$ cat src/rtl/constraint_sampler_ctrl_if.sv
// Bundle between the constraint sampler, its checker and the consuming harness.
// Latency: none, this is wiring only; all timing is set by the sampler.
// Backpressure: out_valid/out_ready on the sample path; optional stats under SAMPLER_STATS_EN.
interface constraint_sampler_ctrl_if #(
  parameter int VEC_W     = 220,
  parameter int MAX_TRIES = 1024
);
  localparam int TRIES_W = $clog2(MAX_TRIES + 1);

  logic               start;
  logic               seed_load;
  logic [31:0]        seed;
  logic [VEC_W-1:0]   cand_o;
  logic               sat_i;
  logic               out_valid;
  logic               out_ready;
  logic [VEC_W-1:0]   sample_o;
  logic               busy;
  logic               fail;
  logic [TRIES_W-1:0] tries_o;

`ifdef SAMPLER_STATS_EN
  logic [31:0]        accept_cnt;
  logic [31:0]        attempt_cnt;

  // Sampler side: consumes control and checker verdict, produces candidates and samples.
  modport master (
    input  start, seed_load, seed, sat_i, out_ready,
    output cand_o, out_valid, sample_o, busy, fail, tries_o, accept_cnt, attempt_cnt
  );

  // Harness/checker side: the mirror image.
  modport slave (
    output start, seed_load, seed, sat_i, out_ready,
    input  cand_o, out_valid, sample_o, busy, fail, tries_o, accept_cnt, attempt_cnt
  );
`else
  // Sampler side: consumes control and checker verdict, produces candidates and samples.
  modport master (
    input  start, seed_load, seed, sat_i, out_ready,
    output cand_o, out_valid, sample_o, busy, fail, tries_o
  );

  // Harness/checker side: the mirror image.
  modport slave (
    output start, seed_load, seed, sat_i, out_ready,
    input  cand_o, out_valid, sample_o, busy, fail, tries_o
  );
`endif

endinterface

$ cat src/rtl/constraint_sampler_ctrl.sv
// Rejection sampler: fills a candidate from a 32-bit Galois LFSR, checks it, retries up to MAX_TRIES.
// Latency: WORDS fill cycles + 1 check cycle per attempt; sample valid the cycle after a passing check.
// Backpressure: accepted sample held in HOLD until out_ready; optional counters under SAMPLER_STATS_EN.
module constraint_sampler_ctrl #(
  parameter int          VEC_W     = 220,
  parameter int          MAX_TRIES = 1024,
  parameter logic [31:0] SEED      = 32'hACE1_0001
) (
  input  logic                      clk,
  input  logic                      rst,
  constraint_sampler_ctrl_if.master bus
);

  localparam int          WORDS   = (VEC_W + 31) / 32;
  localparam int          TRIES_W = $clog2(MAX_TRIES + 1);
  localparam int          WC_W    = (WORDS > 1) ? $clog2(WORDS) : 1;
  localparam logic [31:0] TAPS    = 32'h8020_0003;

  localparam logic [WC_W-1:0]    LAST_WORD = WC_W'(WORDS - 1);
  localparam logic [TRIES_W-1:0] TRY_LIMIT = TRIES_W'(MAX_TRIES);

  localparam logic [2:0] S_IDLE  = 3'd0;
  localparam logic [2:0] S_FILL  = 3'd1;
  localparam logic [2:0] S_CHECK = 3'd2;
  localparam logic [2:0] S_HOLD  = 3'd3;
  localparam logic [2:0] S_FAIL  = 3'd4;

  logic [2:0]         state;
  logic [31:0]        lfsr;
  logic [31:0]        lfsr_next;
  logic [VEC_W-1:0]   cand;
  logic [VEC_W-1:0]   cand_shifted;
  logic [VEC_W-1:0]   sample;
  logic [TRIES_W-1:0] tries;
  logic [TRIES_W-1:0] tries_inc;
  logic [WC_W-1:0]    word_cnt;
  logic               out_valid;
  logic               fail;
  logic               check_cycle;

  // Advance the Galois LFSR 32 single steps; one call produces a fresh 32-bit word.
  function automatic logic [31:0] lfsr_adv32(input logic [31:0] s);
    logic [31:0] v;
    v = s;
    for (int i = 0; i < 32; i++) begin
      v = v[0] ? ((v >> 1) ^ TAPS) : (v >> 1);
    end
    return v;
  endfunction

  assign lfsr_next   = lfsr_adv32(lfsr);
  assign tries_inc   = tries + 1'b1;
  assign check_cycle = (state == S_CHECK);

  // The newest LFSR word always lands in the low 32 bits; older words move up and fall off the top.
  generate
    if (VEC_W > 32) begin : g_shift
      assign cand_shifted = {cand[VEC_W-33:0], lfsr_next};
    end else begin : g_single
      assign cand_shifted = lfsr_next;
    end
  endgenerate

  // Main sequencer: seed/start handling, candidate fill, check verdict and sample hand-off.
  always_ff @(posedge clk) begin
    if (rst) begin
      state     <= S_IDLE;
      lfsr      <= SEED;
      cand      <= '0;
      sample    <= '0;
      tries     <= '0;
      word_cnt  <= '0;
      out_valid <= 1'b0;
      fail      <= 1'b0;
    end else begin
      case (state)
        S_IDLE, S_FAIL: begin
          // A seed loaded together with start is the one the first fill steps from.
          if (bus.seed_load) begin
            lfsr <= (bus.seed == 32'd0) ? 32'd1 : bus.seed;
          end
          if (bus.start) begin
            tries    <= '0;
            fail     <= 1'b0;
            word_cnt <= '0;
            state    <= S_FILL;
          end
        end

        S_FILL: begin
          lfsr <= lfsr_next;
          cand <= cand_shifted;
          if (word_cnt == LAST_WORD) begin
            word_cnt <= '0;
            state    <= S_CHECK;
          end else begin
            word_cnt <= word_cnt + 1'b1;
          end
        end

        S_CHECK: begin
          // cand has been stable for the whole cycle, so the checker output is settled here.
          tries <= tries_inc;
          if (bus.sat_i) begin
            sample    <= cand;
            out_valid <= 1'b1;
            state     <= S_HOLD;
          end else if (tries_inc == TRY_LIMIT) begin
            fail  <= 1'b1;
            state <= S_FAIL;
          end else begin
            state <= S_FILL;
          end
        end

        S_HOLD: begin
          // out_valid is always high here; start and seed_load are deliberately not looked at.
          if (bus.out_ready) begin
            out_valid <= 1'b0;
            state     <= S_IDLE;
          end
        end

        default: begin
          state <= S_IDLE;
        end
      endcase
    end
  end

`ifdef SAMPLER_STATS_EN
  logic [31:0] accept_cnt;
  logic [31:0] attempt_cnt;

  // Lifetime counters: cleared only by rst, saturating rather than wrapping.
  always_ff @(posedge clk) begin
    if (rst) begin
      accept_cnt  <= '0;
      attempt_cnt <= '0;
    end else if (check_cycle) begin
      if (attempt_cnt != 32'hFFFF_FFFF) begin
        attempt_cnt <= attempt_cnt + 32'd1;
      end
      if (bus.sat_i && (accept_cnt != 32'hFFFF_FFFF)) begin
        accept_cnt <= accept_cnt + 32'd1;
      end
    end
  end

  assign bus.accept_cnt  = accept_cnt;
  assign bus.attempt_cnt = attempt_cnt;
`endif

  assign bus.cand_o    = cand;
  assign bus.sample_o  = sample;
  assign bus.out_valid = out_valid;
  assign bus.fail      = fail;
  assign bus.tries_o   = tries;
  assign bus.busy      = (state == S_FILL) || check_cycle;

endmodule

$ cat src/flat_wrapper.sv
// flat-port wrapper written by rule: the top's interface ports become plain ports
module constraint_sampler_ctrl_flat 
#(
  parameter int          VEC_W     = 220,
  parameter int          MAX_TRIES = 1024,
  parameter logic [31:0] SEED      = 32'hACE1_0001
)
  (clk, rst, bus_start, bus_seed_load, bus_seed, bus_sat_i, bus_out_ready, bus_cand_o, bus_out_valid, bus_sample_o, bus_busy, bus_fail, bus_tries_o);
  constraint_sampler_ctrl_if #(.VEC_W(VEC_W), .MAX_TRIES(MAX_TRIES)) bus_i ();
  input  logic clk;
  input  logic rst;
  input wire logic [$bits(bus_i.start)-1:0] bus_start;
  input wire logic [$bits(bus_i.seed_load)-1:0] bus_seed_load;
  input wire logic [$bits(bus_i.seed)-1:0] bus_seed;
  input wire logic [$bits(bus_i.sat_i)-1:0] bus_sat_i;
  input wire logic [$bits(bus_i.out_ready)-1:0] bus_out_ready;
  output wire logic [$bits(bus_i.cand_o)-1:0] bus_cand_o;
  output wire logic [$bits(bus_i.out_valid)-1:0] bus_out_valid;
  output wire logic [$bits(bus_i.sample_o)-1:0] bus_sample_o;
  output wire logic [$bits(bus_i.busy)-1:0] bus_busy;
  output wire logic [$bits(bus_i.fail)-1:0] bus_fail;
  output wire logic [$bits(bus_i.tries_o)-1:0] bus_tries_o;
  assign bus_i.start = bus_start;
  assign bus_i.seed_load = bus_seed_load;
  assign bus_i.seed = bus_seed;
  assign bus_i.sat_i = bus_sat_i;
  assign bus_i.out_ready = bus_out_ready;
  assign bus_cand_o = bus_i.cand_o;
  assign bus_out_valid = bus_i.out_valid;
  assign bus_sample_o = bus_i.sample_o;
  assign bus_busy = bus_i.busy;
  assign bus_fail = bus_i.fail;
  assign bus_tries_o = bus_i.tries_o;
  constraint_sampler_ctrl #(.VEC_W(VEC_W), .MAX_TRIES(MAX_TRIES), .SEED(SEED)) u_core (.clk(clk), .rst(rst), .bus(bus_i));
endmodule
$ cat config.mk
export PLATFORM = sky130hd
export DESIGN_NAME = constraint_sampler_ctrl_flat
export DESIGN_NICKNAME = d
export VERILOG_FILES = /design/src/rtl/constraint_sampler_ctrl_if.sv /design/src/rtl/constraint_sampler_ctrl.sv /design/src/flat_wrapper.sv
export SDC_FILE = /design/constraint.sdc
export NUM_CORES = 1
export LEC_CHECK = 0
export ABC_CLOCK_PERIOD_IN_PS = 3400
export CORE_MARGIN = 2
export CORE_UTILIZATION = 49
export DETAILED_ROUTE_END_ITERATION = 10
export HOLD_SLACK_MARGIN = 0.1
export PLACE_DENSITY = 0.83
export REMOVE_ABC_BUFFERS = 1
export SLEW_MARGIN = 20
export SYNTH_ARGS = -nofsm -noshare
export SYNTH_HDL_FRONTEND = slang
export SYNTH_SLANG_ARGS = --single-unit
$ cat constraint.sdc
create_clock -name clk -period 3.4 [get_ports clk]
set_clock_uncertainty 0.2 [all_clocks]
set_input_delay 0.68 -clock clk [delete_from_list [all_inputs] [get_ports clk]]
set_output_delay 0.68 -clock clk [all_outputs]
set_load 0.01 [all_outputs]
# After elaboration in Yosys (flattened, before gate mapping)
# Cells that the tools add are included.
[classes]
n_addsub = 2
eq_ne = 13
mux = 53
bitwise_logic = 32
n_reduce_logical = 14
[ops]
columns = ["op", "count"]
rows = [
  ["2-to-1 mux 32 bit", 34],
  ["inverter 3 -> 4 bit", 32],
  ["one-hot mux 32 bit (2 select lines)", 1],
  ["zero test 32 bit", 1],
  ["one-hot mux 11 bit (2 select lines)", 1],
  ["2-to-1 mux 3 bit", 7],
  ["inequality test 2 bit (second input constant)", 6],
  ["one-hot mux 3 bit (4 select lines)", 1],
  ["adder 11 x 1 -> 11 bit (second input constant)", 1],
  ["equality test 11 bit (second input constant)", 1],
  ["2-to-1 mux 11 bit", 1],
  ["AND reduction 2 bit", 4],
  ["equality test 3 x 2 -> 1 bit (second input constant)", 2],
  ["equality test 3 bit (second input constant)", 2],
  ["one-hot mux 3 bit (2 select lines)", 1],
  ["AND reduction 3 bit", 2],
  ["nonzero test 2 bit", 3],
  ["2-to-1 mux 1 bit", 5],
  ["one-hot mux 1 bit (2 select lines)", 2],
  ["AND reduction 4 bit", 1],
  ["adder 3 x 1 -> 3 bit (second input constant)", 1],
  ["equality test 3 x 1 -> 1 bit (second input constant)", 1],
  ["zero test 3 bit", 1],
  ["inequality test 2 x 1 -> 1 bit (second input constant)", 1],
  ["other kinds (2)", 2],
]
[totals]
regBits = 491
input_bits = 38
out_inout_bits = 454

# Logic depth before layout (Yosys ltp)
# Gate-level depths: netlist (run 1).
[depth]
depth_word = 65
ltp_mapped = 9
mapped_depth_nobuf = 7

# Least setup slack after synthesis (run 1)
# No wires, ideal clock.
[synth_timing]
kind = "register to register"
start = "register u_core.lfsr[0]"
end = "register u_core.lfsr[12]"
setup_time_ns = 0.132
t_arrival_ns = 2.389
path_slack_ns = 0.679
path_stages_with_launch = 8
n_path_buf = 1
path_cell_list = "dfxtp_1 buf_6 xnor3_2 xnor3_2 xnor3_4 xnor3_1 a221oi_2 nor3_1"
[synth_via]
elab_chain_len = 44
word_cells_on_any_way = 55
[synth_rtl]
columns = ["element", "line", "text"]
rows = [
  ["start, declared", "constraint_sampler_ctrl.sv:29", "logic [31:0] lfsr;"],
  ["start signal, assigned", "constraint_sampler_ctrl.sv:80", "lfsr <= (bus.seed == 32'd0) ? 32'd1 : bus.seed;"],
  ["start signal, assigned", "constraint_sampler_ctrl.sv:91", "lfsr <= lfsr_next;"],
  ["2-to-1 mux 32 bit (*)", "constraint_sampler_ctrl.sv:46", "v = v[0] ? ((v >> 1) ^ TAPS) : (v >> 1);"],
  ["inverter 3 -> 4 bit (no line)", "--", ""],
  ["2-to-1 mux 32 bit (*) (2 in a row)", "constraint_sampler_ctrl.sv:46", ""],
  ["inverter 3 -> 4 bit (no line)", "--", ""],
  ["2-to-1 mux 32 bit (*) (2 in a row)", "constraint_sampler_ctrl.sv:46", ""],
  ["inverter 3 -> 4 bit (no line)", "--", ""],
  ["2-to-1 mux 32 bit (*) (2 in a row)", "constraint_sampler_ctrl.sv:46", ""],
  ["inverter 3 -> 4 bit (no line)", "--", ""],
  ["[... 12 more ...]", "--", ""],
  ["2-to-1 mux 32 bit (*) (2 in a row)", "constraint_sampler_ctrl.sv:46", ""],
  ["inverter 3 -> 4 bit (no line)", "--", ""],
  ["2-to-1 mux 32 bit (*) (2 in a row)", "constraint_sampler_ctrl.sv:46", ""],
  ["inverter 3 -> 4 bit (no line)", "--", ""],
  ["2-to-1 mux 32 bit (*) (2 in a row)", "constraint_sampler_ctrl.sv:46", ""],
  ["inverter 3 -> 4 bit (no line)", "--", ""],
  ["2-to-1 mux 32 bit (*) (11 in a row)", "constraint_sampler_ctrl.sv:46", ""],
  ["one-hot mux 32 bit (2 select lines) (*)", "constraint_sampler_ctrl.sv:76", "case (state)"],
]
# Every way passes the cells marked *; elsewhere a longest branch is shown, timed or not.
# A chain may end at the register's enable or synchronous reset.

# Worst setup path in the final report (run 1)
[layout_timing]
start = "register u_core.state[0]"
end = "output port bus_busy"
[layout_via]
elab_chain_len = 2
word_cells_on_any_way = 3
[layout_rtl]
columns = ["element", "line", "text"]
rows = [
  ["start, declared", "constraint_sampler_ctrl.sv:28", "logic [2:0] state;"],
  ["start signal, assigned", "constraint_sampler_ctrl.sv:67", "state <= S_IDLE;"],
  ["start signal, assigned", "constraint_sampler_ctrl.sv:86", "state <= S_FILL;"],
  ["start signal, assigned", "constraint_sampler_ctrl.sv:95", "state <= S_CHECK;"],
  ["equality test 3 x 1 -> 1 bit or equality test 3 x 2 -> 1 bit (tied branches)", "constraint_sampler_ctrl.sv:159, constraint_sampler_ctrl.sv:53", ""],
  ["logical OR 1 bit (*)", "constraint_sampler_ctrl.sv:159", "assign bus.busy = (state == S_FILL) || check_cycle;"],
  ["end, declared", "flat_wrapper.sv:20", "output wire logic [$bits(bus_i.busy)-1:0] bus_busy;"],
]
# Marked as above.

==> results of run 1 <==
## cells in the final DEF, fill, tap and decap left out, drive strengths merged, types with 4 or more instances in the layout
cell type and n:
clkbuf 68, o21ai 13, a211oi 15, nor2b 5, nand3b 4, xor2 22, a22oi 7, clkdlybuf4s50 490
bufinv 4, nand2b 5, clkinvlp 4, nand3 9, a311oi 6, nand2 886, buf 34, clkinv 12
xnor2 54, nor2 52, xor3 5, xnor3 34, nand4 5, dfxtp 491, nor3 8, a221oi 8
nor4 8, a31oi 5, a21oi 467
## layout make-up
class | instances | area [um2]
multi-input combinational | 1645 | 8390
clock buffer | 68 | 1430
tap | 518 | 648
timing repair buffer | 524 | 5310
clock inverter | 21 | 223
fill | 3071 | 12600
sequential | 491 | 9830
## layer usage
layer	up-vias	part of all wire (%)	track usage (%)
met5	-	0	0
met4	0	3.2	9.10
met3	103	7.4	6.38
met2	624	49	46.4
met1	8206	41	34.7
li1	8369	-	-
## metrics by stage
step	cell area, um2	TNS [ns]
after floorplan	18200	-3057.28
after global placement	24200	0
after detailed placement	24200	0
after CTS	25800	0
after global routing	25800	0
final	25800	0
## registers in the layout (all words and copies together) (netlist names)
signal / flops
u_core.bus.sample_o: 220
u_core.bus.out_valid: 1
u_core.bus.tries_o: 11
u_core.lfsr: 32
u_core.bus.cand_o: 220
u_core.bus.fail: 1
u_core.state: 3
u_core.word_cnt: 3
## worst max-delay path: cells and delay by family, from the launching register on
kind	cells	cell delay, ns
AND/OR/NAND/NOR	3	0.67
flip-flops	1	0.52
buffers and inverters	1	0.56
## power by group through the flow
| stage | clock (uW) | sequential (uW) | combinational, uW |
|---|---|---|---|
| 6_report | 5520 | 6420 | 11900 |
| 5_1_grt | 5850 | 6450 | 12500 |
| 4_1_cts | 5600 | 6420 | 11900 |
| 3_5_place_dp | 0 | 6540 | 11800 |
| 3_3_place_gp | 0 | 6530 | 11700 |
| 2_1_floorplan | 0 | 6470 | 9260 |
## Yosys cell counts (3+ instances only)
cell type and number:
o21ai_1 5, buf_6 5, clkbuf_8 4, a21boi_0 3
nand2b_1 5, nand2_1 886, xor2_1 21, mux2i_1 3
a21oi_1 467, a221oi_1 7, xnor3_1 24, dfxtp_1 491
xor3_2 3, nand3b_1 4, nand4_1 5, nand3_1 9
o21ai_0 8, nor3_1 8, nor4_1 8, nor2b_1 5
nor2_1 52, a22oi_1 7, xnor3_2 8, a31oi_1 5
o22ai_1 3, or3_1 3, clkbuf_1 163, a211oi_1 14
a311oi_1 6, xnor2_2 5, xnor2_1 48
## path summary, 6_finish.rpt
check	start	to	slack, ns	cells after the start
worst max register to register	u_core.lfsr[0]$_SDFFE_PP1P_	u_core.lfsr[12]$_SDFFE_PP0P_	0.36	6
worst min register to register	u_core.bus.sample_o[0]$_SDFFE_PP0P_	u_core.bus.sample_o[0]$_SDFFE_PP0P_	0.25	2
worst min-delay path	u_core.bus.sample_o[0]$_SDFFE_PP0P_	u_core.bus.sample_o[0]$_SDFFE_PP0P_	0.25	2
worst max-delay path	u_core.state[0]$_SDFFE_PP0P_	bus_busy	0.20	4
## kinds of logic after synthesis
group / share of synthesized area (%)
simple gates: 20.3
compound gates: 15.0
flops: 51.9
buf+inv: 3.94
xor+xnor: 8.64
mux: 0.218
fa+ha+maj: 0.0661
==> flow_metrics.env, run 1 <==
export IMPL_status="finished, final reports clean"
export IMPL_cts_sinks=491
export IMPL_hp_class="flop to flop"
export IMPL_cts_root_buf="clkbuf_16"
export IMPL_finalWorstSetupSlack_ns=0.198
export IMPL_ctsResizeCount=0
export IMPL_ys_ff_latch=491
export IMPL_via_per_inst=5.30
export IMPL_grt_ovfl_total=0
export IMPL_ctsHoldBuffers=0
export IMPL_setup_viol=0
export IMPL_gp_congestion=0.893
export IMPL_cp_start_kind="flop"
export IMPL_syn_to_final_growth_pct=36.4
export IMPL_arrival_ns=2.32
export IMPL_fin_crit_sh_pct=94.2
export IMPL_min_period_ns=3.20
export IMPL_cp_slowest_cell="clkdlybuf4s50_1"
export IMPL_synthTopCellsByArea="dfxtp_1 52%, nand2_1 18%, a21oi_1 12%, clkbuf_1 3.2%, xnor3_1 2.9%"
export IMPL_rsz0062_at_grt="false"
export IMPL_p_sw_share_pct=35.4
export IMPL_wirelength_um=57100
export IMPL_power_density_nw_per_um2=924
export IMPL_cts_buffer_depth=3
export IMPL_grt_max_degree=221
export IMPL_cts_tree="built"
export IMPL_seq_power_share_pct=26.9
export IMPL_clkPwrFrac_pct=23.1
export IMPL_slowest_delay_ns=0.56
export IMPL_nets=2750
export IMPL_initial_core_util_pct=49.3
export IMPL_grt_pass1_vias=16500
export IMPL_drt_first_iter_violations=1276
export IMPL_yosysSeqAreaShare_pct=51.9
export IMPL_synth_warnings=0
export IMPL_worst_pin_slew_ns=1.09
export IMPL_power_leakage_uw=0.00876
export IMPL_diodes=0
export IMPL_final_util_pct=67.3
export IMPL_p_int_uw=15400
export IMPL_dp_hpwl_um=38700
export IMPL_p_sw_uw=8450
export IMPL_synth_ff_type="dfxtp_1"
export IMPL_synth_cell_types=53
export IMPL_power_frac_comb_pct=50.0
export IMPL_cts_buffers=49
export IMPL_synth_area_um2=18900
export IMPL_synth_avg_cell_area_um2=8.19
export IMPL_drive_gt1_share_pct=5.24
export IMPL_rows=72
export IMPL_grtUsageTotal_pct=27.5
export IMPL_htreeDepth=2
export IMPL_die_h_um=201
export IMPL_preCtsSetupSlack_ns=0.372
export IMPL_die_area_um2=40200
export IMPL_netlist_top_cell_by_area="dfxtp_1"
export IMPL_io_pins=492
export IMPL_hold_ws_ns=0.253
export IMPL_required_ns=2.52
export IMPL_maxSlewViolCount=0
export IMPL_power_uw=23900
export IMPL_clk_pin_slew_ns=0.06
export IMPL_max_cap_viol_count=0
export IMPL_netlist_instances=2313
export IMPL_numPortBuffers=491
export IMPL_max_vdd_ir_drop_mv=1.57
export IMPL_antenna_found_initial=0
export IMPL_worstSetupEndpointType="primary output"
export IMPL_grt_pass1_wl_um=90400
export IMPL_crit_type="flop to primary output"
export IMPL_hold_viol=0
export IMPL_synth_async_reset_ratio_pct=0
export IMPL_postCtsSetupRepairBufs=0
export IMPL_final_cell_count_no_fill=3267
export IMPL_worstPathCellList="nand2b_1, or2_4, nand2_1, clkdlybuf4s50_1"
export IMPL_drtPass1Iterations=5
export IMPL_wl_per_cell_um=17.5
export IMPL_drc_errors=0
export IMPL_max_slew_margin_rel_pct=27.7
export IMPL_vias=17300
export IMPL_clock_latency_ns=0.58
export IMPL_die_w_um=201
export IMPL_crit_fanout=11
export IMPL_yosys_area_top_type_share_pct=51.9
export IMPL_synth_edf_count=0
export IMPL_dp_cells=3178
export IMPL_ant_nets=0
export IMPL_core_um2=38400
export IMPL_fmax_mhz=312
(Power assumes the default switching activity.)
==> run 2: changes to the inputs <==
ABC_AREA = 1   (was not set)
==> run 2 against run 1 <==
The run now ends with setup timing left. Setup slack worse by 1.8 ns. Clock-buffer cell count shrank 1. Register-to-register slack got worse by 2.0 ns. Cell count up 7.2%. Wire length increased by 7.0%. Critical endpoint is now u_core.lfsr[30]$_SDFFE_PP0P_. Via count grew 8.5%. Worst hold slack better by 0.016 ns. Critical path type is now flop to flop. Synthesized cell count increased by 6.1%. Die area decreased by 1.2%. Sequential share of layout area is 1.9 points lower. Critical path depth is 39 higher.
==> flow_metrics.env, run 2 <==
export IMPL_synth_async_reset_ratio_pct=0
export IMPL_antenna_found_initial=8
export IMPL_die_w_um=199
export IMPL_maxSlewViolCount=0
export IMPL_final_cell_mix="826 x nor2_1, 490 x clkdlybuf4s50_1, 486 x dfxtp_1"
export IMPL_ctsHoldBuffers=0
export IMPL_rows=71
export IMPL_max_slew_margin_rel_pct=23.0
export IMPL_crit_type="flop to flop"
export IMPL_netlist_instances=2454
export IMPL_max_cap_viol_count=0
export IMPL_cp_slowest_cell="dfxtp_4"
export IMPL_ys_ff_latch=491
export IMPL_vias=18800
export IMPL_required_ns=3.62
export IMPL_drt_first_iter_violations=1386
export IMPL_cts_tree="built"
export IMPL_fin_crit_sh_pct=148
export IMPL_worstSetupEndpointType="flop"
export IMPL_drc_errors=0
export IMPL_core_um2=37700
export IMPL_cts_buffer_depth=3
export IMPL_cts_sinks=491
export IMPL_synth_warnings=0
export IMPL_hp_class="flop to flop"
export IMPL_synthTopCellsByArea="dfxtp_1 53%, nor2_1 17%, o21ai_0 12%, nand2_1 3.6%, clkbuf_1 3.1%"
export IMPL_worst_pin_slew_ns=1.16
export IMPL_setup_viol=53
export IMPL_synth_cell_types=37
export IMPL_grtUsageTotal_pct=28.9
export IMPL_preCtsSetupSlack_ns=-1.49
export IMPL_rsz0062_at_grt="true"
export IMPL_slowest_delay_ns=0.38
export IMPL_yosysSeqAreaShare_pct=52.6
export IMPL_final_cell_count_no_fill=3502
export IMPL_drtPass1Iterations=6
export IMPL_violations="setup timing"
export IMPL_dp_cells=3389
export IMPL_die_area_um2=39700
export IMPL_die_h_um=199
export IMPL_io_pins=492
export IMPL_synth_ff_type="dfxtp_1"
export IMPL_cp_start_kind="flop"
export IMPL_netlist_top_cell_by_area="dfxtp_1"
export IMPL_drive_gt1_share_pct=13.4
export IMPL_wirelength_um=61100
export IMPL_hold_viol=0
export IMPL_cts_root_buf="clkbuf_16"
export IMPL_grt_pass1_vias=17500
export IMPL_crit_path_frequent_cell="nand2_4"
export IMPL_syn_to_final_growth_pct=45.5
export IMPL_status="complete, but fails checks"
export IMPL_yosys_area_top_type_share_pct=52.6
export IMPL_synth_avg_cell_area_um2=7.62
export IMPL_crit_buf_inv=6
export IMPL_hold_ws_ns=0.269
export IMPL_via_per_inst=5.36
export IMPL_grt_max_degree=144
export IMPL_min_period_ns=5.04
export IMPL_grt_ovfl_total=0
export IMPL_dp_hpwl_um=39300
export IMPL_synthTopCellsByCount="829 x nor2_1, 491 x dfxtp_1, 439 x o21ai_0"
export IMPL_wl_per_cell_um=17.4
export IMPL_finalWorstSetupSlack_ns=-1.64
export IMPL_numPortBuffers=491
export IMPL_initial_core_util_pct=49.6
export IMPL_nets=2990
export IMPL_gp_congestion=0.909
export IMPL_arrival_ns=5.25
export IMPL_htreeDepth=2
export IMPL_ant_nets=0
export IMPL_cts_buffers=48
export IMPL_clock_latency_ns=0.57
export IMPL_synth_area_um2=18700
export IMPL_synth_most_common_cell="nor2_1"
export IMPL_final_common_cell="nor2_1"
export IMPL_grt_pass1_wl_um=92700
export IMPL_fmax_mhz=199
export IMPL_synth_edf_count=0
export IMPL_clk_pin_slew_ns=0.06
export IMPL_crit_family="simple AND/OR/NAND/NOR gates"
export IMPL_crit_fanout=6
==> run 2: final cells by class <==
class,count,area [um2]
flip-flops and latches,491,9840
repair buffers,606,5910
clock buffers,67,1340
diodes,5,12.5
multi-input cells,1738,8960
well taps,511,639
fillers,2787,10500
clock inverters,18,224
inverters,66,283
==> run 2: routing by layer <==
metal | part of all wire [%] | track usage, % | vias to the layer above
li1 | - | - | 8948
met1 | 39 | 34.9 | 8872
met2 | 48 | 47.8 | 756
met3 | 7.8 | 6.99 | 196
met4 | 5.3 | 15.1 | 8
met5 | 0.090 | 0 | -
==> run 2: logic make-up (layout without fill, tap and decap cells) <==
kind of cell             after synthesis  in the layout  share of synthesized area, %
adder cells (fa/ha/maj)                1              1                        0.0669
other                                  0              5                             0
buffers and inverters                225            757                          4.54
XOR/XNOR                              40             40                          2.32
flip-flops                           491            491                          52.6
AND/OR/NAND/NOR                     1173           1173                          26.0
AO/OA/AOI/OAI                        524            524                          14.5
==> run 2: stage by stage <==
stage	utilization [%]	instance area (um2)	TNS, ns
2_1_floorplan	-	18100	-6485.37
3_3_place_gp	64.9	24500	-34.34
3_5_place_dp	64.9	24500	-44.31
4_1_cts	70.3	26500	-38.81
5_1_grt	72.2	27200	-64.57
6_report	72.2	27200	-52.77
==> run 2: worst register-to-register path: cells and delay by family (launching register included) <==
kind | cells | cell delay (ns)
xor+xnor | 1 | 0.27
buf+inv | 6 | 0.56
flops | 1 | 0.38
compound gates | 1 | 0.09
simple gates | 35 | 3.40
==> run 2: worst paths after layout <==
| path | slack (ns) | depth (start not counted) | end | start |
|---|---|---|---|---|
| setup / recovery | -1.64 | 43 | u_core.lfsr[30]$_SDFFE_PP0P_ | u_core.lfsr[0]$_SDFFE_PP1P_ |
| hold / removal | 0.27 | 2 | u_core.bus.out_valid$_SDFFE_PP0P_ | u_core.bus.out_valid$_SDFFE_PP0P_ |
| setup reg to reg | -1.64 | 43 | u_core.lfsr[30]$_SDFFE_PP0P_ | u_core.lfsr[0]$_SDFFE_PP1P_ |
| hold reg to reg | 0.27 | 2 | u_core.bus.out_valid$_SDFFE_PP0P_ | u_core.bus.out_valid$_SDFFE_PP0P_ |
==> run 2: timing repair <==
action | CTS | global route
buffers inserted | 15 | 12
gates resized for setup | 83 | 131
pin swaps | 31 | 53
setup endpoints to repair | 52 | 55
Power of run 2 is not shown: default switching activity piles up to over one toggle a cycle in this logic, so the estimate is an artifact.
